$ cat src/rtl/booth4_mult_seq_ctrl.sv
// booth4_mult_seq_ctrl
// Sequential radix-4 Booth signed multiplier. Each CALC cycle retires one
// Booth digit (two multiplier bits) and accumulates its partial product into
// a 2*WIDTH-bit accumulator. The upstream and downstream sides each use a
// valid/ready handshake.
//
// Optional feature macro: BOOTH_EARLY_TERM_EN
//   When it is defined, CALC ends as soon as the remaining multiplier bits are
//   all 0s or all 1s, because every digit still to come would be zero.
//   When it is undefined, CALC always runs for WIDTH/2 cycles.
module booth4_mult_seq_ctrl #(
  parameter int WIDTH = 16,
  parameter int CNT_W = 4
) (
  input  logic               sys_clk,
  input  logic               sys_rst,
  input  logic               in_valid,
  output logic               in_ready,
  input  logic [WIDTH-1:0]   a,
  input  logic [WIDTH-1:0]   b,
  output logic               out_valid,
  input  logic               out_ready,
  output logic [2*WIDTH-1:0] product,
  output logic               busy
);

  localparam int PW   = 2 * WIDTH;
  localparam int ITER = WIDTH / 2;

  typedef enum logic [1:0] {
    IDLE = 2'd0,
    CALC = 2'd1,
    DONE = 2'd2
  } state_t;

  state_t state, state_nxt;

  // The multiplicand is pre-shifted by 2 bits each iteration, so it already
  // carries the 4^i weight. The multiplier holds {b, b[-1]} and is
  // arithmetic-shifted right by 2, so the current Booth window is always
  // bits [2:0].
  logic signed [PW-1:0]  mcand_sh;
  logic signed [WIDTH:0] mplier_sh;
  logic signed [PW-1:0]  acc;
  logic signed [PW-1:0]  pp;
  logic signed [PW-1:0]  acc_sum;
  logic [CNT_W-1:0]      cnt;
  logic [PW-1:0]         product_r;
  logic                  last_iter;
  logic                  done_iter;

  // Map a Booth window {b[2i+1], b[2i], b[2i-1]} to its partial product.
  function automatic logic signed [PW-1:0] booth_pp(input logic [2:0] win,
                                                    input logic signed [PW-1:0] m);
    logic signed [PW-1:0] r;
    case (win)
      3'b001, 3'b010: r = m;
      3'b011:         r = m <<< 1;
      3'b100:         r = -(m <<< 1);
      3'b101, 3'b110: r = -m;
      default:        r = '0;
    endcase
    return r;
  endfunction

  assign pp        = booth_pp(mplier_sh[2:0], mcand_sh);
  assign acc_sum   = acc + pp;
  assign last_iter = (cnt == CNT_W'(ITER - 1));
`ifdef BOOTH_EARLY_TERM_EN
  // The shifted multiplier sign-extends b[WIDTH-1]. If it is uniform, every
  // remaining window is 000 or 111.
  assign done_iter = last_iter || (mplier_sh == '0) || (mplier_sh == '1);
`else
  assign done_iter = last_iter;
`endif
  assign product   = product_r;

  // State register. An asynchronous reset aborts any operation in flight.
  always_ff @(posedge sys_clk or posedge sys_rst) begin
    if (sys_rst) state <= IDLE;
    else         state <= state_nxt;
  end

  // Next-state logic and handshake outputs. An unencoded state falls back to IDLE.
  always_comb begin
    state_nxt = state;
    in_ready  = 1'b0;
    out_valid = 1'b0;
    busy      = 1'b0;
    case (state)
      IDLE: begin
        in_ready = 1'b1;
        if (in_valid) state_nxt = CALC;
      end
      CALC: begin
        busy = 1'b1;
        if (done_iter) state_nxt = DONE;
      end
      DONE: begin
        busy      = 1'b1;
        out_valid = 1'b1;
        if (out_ready) state_nxt = IDLE;
      end
      default: state_nxt = IDLE;
    endcase
  end

  // Datapath. Capture operands on accept, step one digit per CALC cycle, and
  // publish the product only on the final iteration.
  always_ff @(posedge sys_clk or posedge sys_rst) begin
    if (sys_rst) begin
      mcand_sh  <= '0;
      mplier_sh <= '0;
      acc       <= '0;
      cnt       <= '0;
      product_r <= '0;
    end else begin
      case (state)
        IDLE: begin
          if (in_valid) begin
            mcand_sh  <= {{WIDTH{a[WIDTH-1]}}, a};
            mplier_sh <= {b, 1'b0};
            acc       <= '0;
            cnt       <= '0;
          end
        end
        CALC: begin
          acc       <= acc_sum;
          mcand_sh  <= mcand_sh <<< 2;
          mplier_sh <= mplier_sh >>> 2;
          cnt       <= cnt + 1'b1;
          if (done_iter) product_r <= acc_sum;
        end
        default: ;
      endcase
    end
  end

endmodule

$ cat config.mk
export PLATFORM = sky130hd
export DESIGN_NAME = booth4_mult_seq_ctrl
export DESIGN_NICKNAME = d
export VERILOG_FILES = /design/src/rtl/booth4_mult_seq_ctrl.sv
export SDC_FILE = /design/constraint.sdc
export NUM_CORES = 1
export LEC_CHECK = 0
export CELL_PAD_IN_SITES_DETAIL_PLACEMENT = 1
export CELL_PAD_IN_SITES_GLOBAL_PLACEMENT = 2
export CORE_MARGIN = 2
export CORE_UTILIZATION = 38
export DETAILED_ROUTE_END_ITERATION = 12
export HOLD_SLACK_MARGIN = 0.15
export PLACE_DENSITY_LB_ADDON = 0.1
export SLEW_MARGIN = 20
export SYNTH_ARGS = -nofsm -noshare
export SYNTH_HDL_FRONTEND = slang
export SYNTH_SLANG_ARGS = --single-unit
$ cat constraint.sdc
create_clock -name sys_clk -period 10.9 [get_ports sys_clk]
set_clock_uncertainty 0.2 [all_clocks]
set_input_delay 1.635 -clock sys_clk [delete_from_list [all_inputs] [get_ports sys_clk]]
set_output_delay 1.635 -clock sys_clk [all_outputs]
set_load 0.1 [all_outputs]
==> impl_metrics.prom <==
# TYPE chip_impl_metric gauge
chip_impl_info{name="routed.top_layer",value="met4"} 1
chip_impl_metric{name="die_x",unit="um"} 152
chip_impl_metric{name="cp.required",unit="ns"} 11.07
chip_impl_metric{name="die_area",unit="mm2"} 0.0232
chip_impl_metric{name="clkTransAtPathRegs",unit="ns"} 0.06
chip_impl_metric{name="fin_crit_sh",unit="%"} 49.6
chip_impl_metric{name="cts_hold_repair.buffers",unit=""} 0
chip_impl_metric{name="number_of_global_route_vias_before_repair",unit=""} 8057
chip_impl_metric{name="slew_violations",unit=""} 0
chip_impl_metric{name="syn_nets",unit=""} 1092
chip_impl_metric{name="routed_wl",unit="mm"} 27.9
chip_impl_metric{name="max_cap_violations",unit=""} 0
chip_impl_metric{name="drive_gt1_share",unit="%"} 6.81
chip_impl_metric{name="avg_cell_area_syn",unit="um2"} 8.19
chip_impl_metric{name="placement_rows",unit=""} 54
chip_impl_metric{name="tritoncts_num_sinks",unit=""} 119
chip_impl_metric{name="detailedRoute.firstIterationViolations",unit=""} 341
chip_impl_metric{name="hold_violations",unit=""} 0
chip_impl_metric{name="r2r_cells",unit=""} 17
chip_impl_metric{name="grt_pass1_wl",unit="mm"} 45.4
chip_impl_info{name="result_of_the_run",value="complete, no violations"} 1
chip_impl_metric{name="route.antenna.remaining_nets",unit=""} 0
chip_impl_metric{name="synth.cell_area",unit="mm2"} 0.00834
chip_impl_metric{name="final_net_count",unit=""} 1103
chip_impl_info{name="synth-main-ff-cell",value="sky130_fd_sc_hd__dfrtp_1"} 1
chip_impl_info{name="critical_path.endpoint_type",value="flop"} 1
chip_impl_metric{name="relSlewSlack",unit="%"} 33.2
chip_impl_info{name="cts_tree",value="yes"} 1
chip_impl_metric{name="wire_per_inst",unit="um"} 21.1
chip_impl_metric{name="area.growth.synth_to_final",unit="%"} 17.0
chip_impl_info{name="worstSetupEndpoint",value="acc[31]$_DFFE_PP0P_"} 1
chip_impl_metric{name="grt-ovfl-total",unit=""} 0
chip_impl_metric{name="n_fill_cell",unit=""} 2581
chip_impl_metric{name="cells_after_dpl",unit=""} 1291
chip_impl_metric{name="drt_pass1_iterations",unit=""} 5
chip_impl_metric{name="multi_input_comb_area",unit="mm2"} 0.00498
chip_impl_metric{name="setup_viol",unit=""} 0
chip_impl_metric{name="number_of_cells_traversed_by_the_worst_hold_path",unit=""} 2
chip_impl_metric{name="maximum_number_of_pins_on_one_net_before_global_route_repair",unit=""} 64
chip_impl_metric{name="detailedPlacementHpwl",unit="mm"} 19.6
chip_impl_metric{name="insertedDiodeCount",unit=""} 0
chip_impl_metric{name="final-seq-area",unit="mm2"} 0.00298
chip_impl_metric{name="htree_num_levels",unit=""} 4
chip_impl_metric{name="syn_inst",unit=""} 1019
chip_impl_metric{name="rrSetupSlack",unit="ns"} 5.49
chip_impl_metric{name="synth_cell_types",unit=""} 70
chip_impl_info{name="grt_setup_unrepaired",value="false"} 1
chip_impl_metric{name="postPlaceCellArea",unit="mm2"} 0.00913
chip_impl_metric{name="layout.cell_area.non_filler",unit="mm2"} 0.00976
chip_impl_metric{name="synth.yosys.seq_area_share",unit="%"} 35.7
chip_impl_metric{name="io_buf_count",unit=""} 70
chip_impl_metric{name="setup_tns",unit="ns"} 0
chip_impl_metric{name="ctsResizeCount",unit=""} 0
chip_impl_info{name="clk_root_buffer_cell",value="sky130_fd_sc_hd__clkbuf_16"} 1
chip_impl_info{name="timing.rr.start",value="mcand_sh[2]$_DFFE_PP0P_"} 1
chip_impl_metric{name="wl_met2",unit="mm"} 13.4
chip_impl_metric{name="fmax",unit="GHz"} 0.185
chip_impl_metric{name="synth-warning-count",unit=""} 0
chip_impl_metric{name="final.setup.worst_slack",unit="ns"} 5.49
chip_impl_metric{name="pin_count",unit=""} 71
chip_impl_metric{name="post-route-min-period",unit="ns"} 5.41
chip_impl_metric{name="clk_latency",unit="ns"} 0.44
chip_impl_metric{name="die_height",unit="um"} 152
chip_impl_info{name="timing.rr.end",value="acc[31]$_DFFE_PP0P_"} 1
chip_impl_metric{name="number_of_synthesized_register_bits",unit=""} 119
chip_impl_info{name="hp-class",value="flop to flop"} 1
chip_impl_metric{name="antenna_violations_before_repair",unit=""} 0
chip_impl_metric{name="detail_route.wirelength.met1",unit="mm"} 12.9
chip_impl_metric{name="worstMarginPinSlew",unit="ns"} 0.998
chip_impl_metric{name="postSynth.asyncResetShare",unit="%"} 100
chip_impl_metric{name="gpl.final_weighted_congestion",unit=""} 0.817
chip_impl_metric{name="post-cts-setup-buffer-count",unit=""} 0
chip_impl_info{name="critPathKind",value="flop to flop"} 1
chip_impl_metric{name="met3_length",unit="um"} 864
chip_impl_metric{name="vias_per_cell",unit=""} 5.90
chip_impl_metric{name="clock_path_buffers",unit=""} 2
chip_impl_metric{name="dp_worst_setup_slack",unit="ns"} 5.60
chip_impl_metric{name="route.vias.total",unit=""} 7812
chip_impl_metric{name="instances_no_fill",unit=""} 1323
chip_impl_metric{name="critical_path_fanout_max",unit=""} 10
chip_impl_info{name="crit_path_start_kind",value="flop"} 1
chip_impl_metric{name="arrival",unit="ns"} 5.57
chip_impl_metric{name="initial_utilization",unit="%"} 38.5
chip_impl_metric{name="drc_errors",unit=""} 0
chip_impl_metric{name="floorplan.core_area",unit="mm2"} 0.0217
chip_impl_metric{name="grt_use_total",unit="%"} 24.4
chip_impl_metric{name="cts-buffers-inserted",unit=""} 17
chip_impl_info{name="startpoint",value="mcand_sh[2]$_DFFE_PP0P_"} 1
chip_impl_metric{name="synth_edf_count",unit=""} 0
-- worst max-delay path: stages (launching register included) --
cell and delay (ns):
sky130_fd_sc_hd__dfrtp_1 0.50, sky130_fd_sc_hd__nor4_2 0.62, sky130_fd_sc_hd__and4b_1 0.43, sky130_fd_sc_hd__nand2b_1 0.27
sky130_fd_sc_hd__nor3_1 0.31, sky130_fd_sc_hd__nand2b_1 0.16, sky130_fd_sc_hd__xor2_1 0.22, sky130_fd_sc_hd__o32a_1 0.20
sky130_fd_sc_hd__o221ai_1 0.14, sky130_fd_sc_hd__ha_1 0.49, sky130_fd_sc_hd__nand2_1 0.14, sky130_fd_sc_hd__o21ai_0 0.23
sky130_fd_sc_hd__nor4_1 0.08, sky130_fd_sc_hd__o41a_2 0.54, sky130_fd_sc_hd__nand2_1 0.09, sky130_fd_sc_hd__mux2i_1 0.08
sky130_fd_sc_hd__or4_1 0.52, sky130_fd_sc_hd__nand3_1 0.10
-- per-stage QoR --
step           util [%]  hold WS [ns]
2_1_floorplan         -         0.250
3_3_place_gp       42.1         0.262
3_5_place_dp       42.1         0.272
4_1_cts            45.0         0.284
5_1_grt            45.0         0.316
6_report           45.0         0.279
-- layout make-up --
class | count | share of cell area [%]
Clock inverter | 15 | 2.10
Inverter | 17 | 0.679
Timing Repair Buffer | 78 | 7.79
Tap cell | 280 | 3.59
Clock buffer | 17 | 4.36
Multi-Input combinational cell | 797 | 51.0
Sequential cell | 119 | 30.5
-- layer usage --
metal  global-route usage [%]  up-vias
li1                         -     3751
met5                        0        -
met2                     40.3      144
met1                     32.5     3873
met3                     4.24       44
met4                     8.06        0
-- synth_stat cells (7+ instances only) --
cell,n,area share (%)
sky130_fd_sc_hd__a21o_1,7,0.63
sky130_fd_sc_hd__a21oi_1,65,3.9
sky130_fd_sc_hd__a221o_1,17,2.0
sky130_fd_sc_hd__a22oi_1,20,1.8
sky130_fd_sc_hd__and2_1,7,0.52
sky130_fd_sc_hd__clkbuf_1,76,3.4
sky130_fd_sc_hd__dfrtp_1,119,36
sky130_fd_sc_hd__ha_1,36,5.4
sky130_fd_sc_hd__inv_1,16,0.72
sky130_fd_sc_hd__mux2_2,16,2.2
sky130_fd_sc_hd__nand2_1,147,6.6
sky130_fd_sc_hd__nand2b_1,9,0.67
sky130_fd_sc_hd__nand3_1,14,0.84
sky130_fd_sc_hd__nand4_1,11,0.83
sky130_fd_sc_hd__nor2_1,70,3.1
sky130_fd_sc_hd__nor3_1,20,1.2
sky130_fd_sc_hd__nor4_1,9,0.67
sky130_fd_sc_hd__o21a_1,7,0.63
sky130_fd_sc_hd__o21ai_0,122,7.3
sky130_fd_sc_hd__o221ai_1,11,1.2
sky130_fd_sc_hd__o22ai_1,45,3.4
sky130_fd_sc_hd__o31ai_1,11,0.99
sky130_fd_sc_hd__or3_1,8,0.60
sky130_fd_sc_hd__xnor2_1,33,3.5
sky130_fd_sc_hd__xor2_1,22,2.3
-- cells in the final DEF (no fill, tap or decap), types with 20 or more instances in the layout --
master | netlist | layout
sky130_fd_sc_hd__xnor2_1 | 33 | 33
sky130_fd_sc_hd__nor3_1 | 20 | 20
sky130_fd_sc_hd__a22oi_1 | 20 | 20
sky130_fd_sc_hd__o21ai_0 | 122 | 122
sky130_fd_sc_hd__nand2_1 | 147 | 146
sky130_fd_sc_hd__xor2_1 | 22 | 22
sky130_fd_sc_hd__o22ai_1 | 45 | 45
sky130_fd_sc_hd__clkdlybuf4s50_1 | 0 | 70
sky130_fd_sc_hd__nor2_1 | 70 | 70
sky130_fd_sc_hd__dfrtp_1 | 119 | 119
sky130_fd_sc_hd__a21oi_1 | 65 | 65
sky130_fd_sc_hd__ha_1 | 36 | 36
-- cells by family after synthesis --
family / share of synthesized area, %
compound gates: 26.7
simple gates: 18.4
flops: 35.7
buf+inv: 4.84
xor+xnor: 5.77
fa+ha+maj: 5.64
mux: 2.88
-- worst min path at each step --
stage                     slack [ns]                        to                     start
after floorplan                 0.25  mplier_sh[3]$_DFFE_PP0P_  mplier_sh[3]$_DFFE_PP0P_
after global placement          0.26   product[22]$_DFFE_PP0P_   product[22]$_DFFE_PP0P_
after detailed placement        0.27   product[18]$_DFFE_PP0P_   product[18]$_DFFE_PP0P_
after CTS                       0.28   product[18]$_DFFE_PP0P_   product[18]$_DFFE_PP0P_
after global routing            0.32  mplier_sh[3]$_DFFE_PP0P_  mplier_sh[3]$_DFFE_PP0P_
final                           0.28   product[18]$_DFFE_PP0P_   product[18]$_DFFE_PP0P_
-- flip-flops by register name, indices dropped and copies added, names as in the netlist --
register	count
acc	32
mcand_sh	32
product	32
mplier_sh	17
cnt	4
state	2
Power is not shown: default switching activity piles up to over one toggle a cycle in this logic, so the estimate is an artifact.
